**src/rtl/mux_pkg.sv**
```systemverilog
// Shared defaults and occupancy encoding for the N:1 select-and-retime block.
package mux_pkg;
  localparam int MUX_WIDTH = 32;
  localparam int MUX_N_IN  = 3;
  localparam int MUX_CNT_W = 8;

  typedef enum logic [1:0] {
    OCC_EMPTY = 2'd0,
    OCC_ONE   = 2'd1,
    OCC_FULL  = 2'd2
  } occ_t;
endpackage

```
**src/rtl/m_skid_buf.sv**
```systemverilog
// 2-entry skid buffer: one cycle from accept to output valid, and in_ready is a flop.
// in_ready never depends combinationally on out_ready, so a full buffer always absorbs one stall.
module m_skid_buf
  import mux_pkg::*;
#(
  parameter int WIDTH = MUX_WIDTH
) (
  input  logic             clk,
  input  logic             reset,
  input  logic [WIDTH-1:0] in_data,
  input  logic             in_valid,
  output logic             in_ready,
  output logic [WIDTH-1:0] out_data,
  output logic             out_valid,
  input  logic             out_ready
);

  occ_t             occ;
  logic [WIDTH-1:0] head_q;
  logic [WIDTH-1:0] tail_q;
  logic             rdy_q;
  logic             vld_q;
  logic             push;
  logic             pop;

  assign push      = in_valid && rdy_q;
  assign pop       = vld_q && out_ready;
  assign in_ready  = rdy_q;
  assign out_valid = vld_q;
  assign out_data  = head_q;

  // head_q is always the oldest entry; tail_q is only live in OCC_FULL.
  always_ff @(posedge clk or posedge reset) begin
    if (reset) begin
      occ    <= OCC_EMPTY;
      head_q <= '0;
      tail_q <= '0;
      rdy_q  <= 1'b0;
      vld_q  <= 1'b0;
    end else begin
      case (occ)
        OCC_EMPTY: begin
          rdy_q <= 1'b1;
          if (push) begin
            head_q <= in_data;
            occ    <= OCC_ONE;
            vld_q  <= 1'b1;
          end
        end
        OCC_ONE: begin
          if (push && pop) begin
            head_q <= in_data;
          end else if (push) begin
            tail_q <= in_data;
            occ    <= OCC_FULL;
            rdy_q  <= 1'b0;
          end else if (pop) begin
            occ   <= OCC_EMPTY;
            vld_q <= 1'b0;
          end
        end
        OCC_FULL: begin
          if (pop) begin
            head_q <= tail_q;
            occ    <= OCC_ONE;
            rdy_q  <= 1'b1;
          end
        end
        default: begin
          occ   <= OCC_EMPTY;
          rdy_q <= 1'b1;
          vld_q <= 1'b0;
        end
      endcase
    end
  end

endmodule

```
**src/rtl/m_mux_n_pipe.sv**
```systemverilog
// N:1 select retimed through a skid buffer (1-cycle latency, registered in_ready under stall).
// Out-of-range selects resolve to d[0] and raise a sticky flag plus a saturating counter.
module m_mux_n_pipe
  import mux_pkg::*;
#(
  parameter int WIDTH = MUX_WIDTH,
  parameter int N_IN  = MUX_N_IN,
  parameter int SEL_W = ($clog2(N_IN) > 1) ? $clog2(N_IN) : 1,
  parameter int CNT_W = MUX_CNT_W
) (
  input  logic                       clk,
  input  logic                       reset,
  input  logic [N_IN-1:0][WIDTH-1:0] d,
  input  logic [SEL_W-1:0]           sel,
  input  logic                       in_valid,
  output logic                       in_ready,
  output logic [WIDTH-1:0]           out_data,
  output logic                       out_valid,
  input  logic                       out_ready,
  input  logic                       err_clr,
  output logic                       err_flag,
  output logic [CNT_W-1:0]           err_cnt
);

  logic [WIDTH-1:0] sel_dat;
  logic             sel_err;
  logic             accept;

  always_comb begin
    sel_dat = d[0];
    sel_err = 1'b1;
    for (int i = 0; i < N_IN; i++) begin
      if (sel == SEL_W'(i)) begin
        sel_dat = d[i];
        sel_err = 1'b0;
      end
    end
  end

  assign accept = in_valid && in_ready;

  m_skid_buf #(
    .WIDTH(WIDTH)
  ) u_skid (
    .clk      (clk),
    .reset    (reset),
    .in_data  (sel_dat),
    .in_valid (in_valid),
    .in_ready (in_ready),
    .out_data (out_data),
    .out_valid(out_valid),
    .out_ready(out_ready)
  );

  // A fresh error in the clearing cycle wins over the clear.
  always_ff @(posedge clk or posedge reset) begin
    if (reset) begin
      err_flag <= 1'b0;
      err_cnt  <= '0;
    end else if (accept && sel_err) begin
      err_flag <= 1'b1;
      if (err_clr) begin
        err_cnt <= CNT_W'(1);
      end else if (err_cnt != {CNT_W{1'b1}}) begin
        err_cnt <= err_cnt + CNT_W'(1);
      end
    end else if (err_clr) begin
      err_flag <= 1'b0;
      err_cnt  <= '0;
    end
  end

  sel_known_a: assert property (@(posedge clk) disable iff (reset)
    in_valid |-> !$isunknown(sel));

endmodule

```
**config.mk**
```make
export PLATFORM = sky130hd
export DESIGN_NAME = m_mux_n_pipe
export DESIGN_NICKNAME = d
export VERILOG_FILES = /design/src/rtl/mux_pkg.sv /design/src/rtl/m_skid_buf.sv /design/src/rtl/m_mux_n_pipe.sv
export SDC_FILE = /design/constraint.sdc
export NUM_CORES = 1
export LEC_CHECK = 0
export ABC_AREA = 0
export BUFFER_PORTS_ARGS = -buffer_cell sky130_fd_sc_hd__buf_4
export CAP_MARGIN = 20
export CORE_AREA = 2 2 103 80
export DETAILED_ROUTE_END_ITERATION = 16
export DIE_AREA = 0 0 105 82
export PLACE_DENSITY_LB_ADDON = 0.08
export REMOVE_ABC_BUFFERS = 1
export SLEW_MARGIN = 20
export SYNTH_ARGS = -nofsm -noshare
export SYNTH_HDL_FRONTEND = slang
export SYNTH_SLANG_ARGS = --single-unit
```
**constraint.sdc**
```tcl
create_clock -name clk -period 4.4 [get_ports clk]
set_clock_uncertainty 0.2 [all_clocks]
set_input_delay 0.88 -clock clk [delete_from_list [all_inputs] [get_ports clk]]
set_output_delay 0.88 -clock clk [all_outputs]
set_load 0.05 [all_outputs]
```
==> reports/qor.yml <==
status:
  status: "completed"
worst_hold_path:
  hold_depth: 2
  hold_path.class: "register to register"
clock_network:
  clkSinkCount: 77
  cts_buffer_depth: 2
  h-tree-depth: 3
  cts_tree: "built"
  holdBufCountCts: 0
  ctsResizeCount: 0
  numCtsBuffers: 9
  path_clk_slew_ns: 0.07
  clock_latency_ns: 0.35
  cts-root-buf: "clkbuf_8"
  cts_setup_buffers: 0
setup_path:
  reg2reg_depth: 5
  path_cells: "buf_4, nand4_1, o211ai_4, buf_4, o211ai_1, o21a_1"
  critPathKind: "input pin to register"
  cp_top_family: "compound AO/OA/AOI/OAI gates"
  cp.buffers_inverters: 2
  cp_slowest_stage_delay_ns: 0.84
  crit_arrival_ns: 2.60
  path_max_fanout: 39
  worst_ep_required_time_ns: 4.43
  crit_top_cell: "buf_4"
  path_depth: 6
  slowest_stage: "o211ai_4"
  cp-start-kind: "input pin"
  ff2ff_setup_slack_ns: 1.94
  crit_path_end_kind: "register"
global_routing:
  grt_pass1_wl_mm: 16.5
  grt_antenna_before_repair: 0
  grt_max_degree: 66
  track_usage: 0.243
  grt_pass1_vias: 3472
  overflow: 0
logic_synthesis:
  synth_area_um2: 4000
  yosysWarnings: 0
  synthDistinctLibCells: 40
  seq_area_frac_synth: 0.482
  synth_edf_count: 0
  ys.flop_type: "dfrtp_1"
  synthArstFlopShare: 1.00
  ys_seq_elements: 77
  synthCells: 403
  avgSynthCellArea_um2: 9.93
finish:
  multi_input_area_um2: 1890
  seqCellArea_um2: 1930
  most-common-layout-cells: "buf_4 (151), dfrtp_1 (77), nand2_1 (73), o211ai_1 (32), o21a_1 (32)"
  syn_to_final_growth_pct: 31.0
  fillCellCount: 627
  fin_nets: 633
  final_common_cell: "buf_4"
  diodes: 0
  drive_gt1_frac: 0.374
drt:
  ant_nets: 0
  via_per_inst: 5.68
  first_iter_violations: 165
  wl_per_cell_um: 15.7
  drc: 0
  dr.pass1.iters: 4
  wl_mm: 10.0
  vias: 3620
timing:
  fin_ws_ns: 1.83
  timing.hold.ws_ns: 0.281
  period_share: 0.584
  timing.fmax_mhz: 389
  maxSlewHeadroom: 0.325
  drv_slew: 0
  rsz0062_at_grt: "no"
  tightest_slew_ns: 1.01
  finalSetupViolCount: 0
  min_period_ns: 2.57
  setup_tns_ns: 0
  hold_viol: 0
floorplan:
  core_um2: 7640
  ios: 146
  die_x_um: 105
  num_rows: 28
  die_h_um: 82
  floorplan.initialDensity: 0.524
  dieArea_um2: 8610
power_and_ir_drop:
  p_per_area_nw_per_um2: 645
  peakVddDrop_mv: 0.316
  leakagePower_nw: 2.27
place:
  gp_congestion: 0.807
  hpwl_mm: 6.96
  pre_cts_slack_ns: 1.49
  port_buffers: 145
job:
  cap_violations: 0
## report_power, final
group          internal [W]  leakage [nW]  total [W]  switching [W]
clock network      0.000196        0.0788   0.000435       0.000239
logic              0.000611          1.28    0.00173        0.00112
registers           0.00102         0.917    0.00122       0.000197
total               0.00183          2.27    0.00338        0.00155
## cells in the mapped netlist (2+ instances only)
cell type  number  area [um2]
o21a_1         32         240
mux2_1          2        22.5
inv_1           3        11.3
o221ai_1       31         272
nor3_1          3        15.0
o21bai_1        2        15.0
a31oi_1         2        12.5
dfrtp_1        77        1930
a21oi_1         3        15.0
or3b_1          4        35.0
nand4_1         4        25.0
buf_2          24         120
buf_4           4        30.0
nor2b_1         4        25.0
o211ai_1       32         240
buf_6           2        22.5
or3b_2         27         236
o21ai_0        30         150
nand2_1        73         274
clkbuf_1        6        22.5
o21ai_1         4        20.0
nand3_1         7        35.0
mux2i_1         3        30.0
nor2_1          8        30.0
## registers in the layout, summed over array words and instances, names as in the netlist
signal            cells
err_flag              1
u_skid.out_data      32
err_cnt               8
u_skid.tail_q        32
u_skid.out_valid      1
u_skid.occ            2
u_skid.in_ready       1
## logic make-up after synthesis
logic type / after synthesis / synth area share
buffers and inverters: 39 / 0.0516
AO/OA/AOI/OAI: 141 / 0.256
XOR/XNOR: 1 / 0.00407
AND/OR/NAND/NOR: 138 / 0.187
adder cells (fa/ha/maj): 1 / 0.00313
flip-flops: 77 / 0.482
multiplexers: 6 / 0.0159
## worst paths after layout
kind                                   start                 end
max                                 in_valid  u_skid.out_data[2]
min                        u_skid.tail_q[26]   u_skid.tail_q[26]
max reg2reg                  u_skid.in_ready  u_skid.out_data[2]
min reg2reg                u_skid.tail_q[26]   u_skid.tail_q[26]
max in group asynchronous              reset    u_skid.tail_q[7]
min in group asynchronous              reset          err_cnt[7]
## routing by layer
| layer | part of all wire | track usage |
|---|---|---|
| met1 | 0.45 | 0.323 |
| met2 | 0.47 | 0.393 |
| met3 | 0.061 | 0.0683 |
| met4 | 0.013 | 0.0720 |
| met5 | 0 | 0 |
## final cells by class
| cell class | count | area share |
|---|---|---|
| flip-flops and latches | 77 | 0.368 |
| multi-input cells | 287 | 0.360 |
| repair buffers | 151 | 0.216 |
| clock buffers | 11 | 0.0251 |
| well taps | 105 | 0.0251 |
| clock inverters | 3 | 0.00287 |
| inverters | 3 | 0.00263 |
## tightest hold or removal path, cell delays in order, from the launching register on
cell     delay, ns
dfrtp_1       0.34
nand2_1       0.04
o21ai_0       0.06
## through the flow
step           area (um2)  total power (W)  instances   util
4_1_cts              5230          0.00340        637  0.685
5_1_grt              5240          0.00360        637  0.686
2_1_floorplan        3810          0.00238        367      -
6_report             5240          0.00338        637  0.686
3_5_place_dp         5080          0.00297        623  0.666
3_3_place_gp         5080          0.00291        623  0.666
Power figures use the tool's default switching activity.
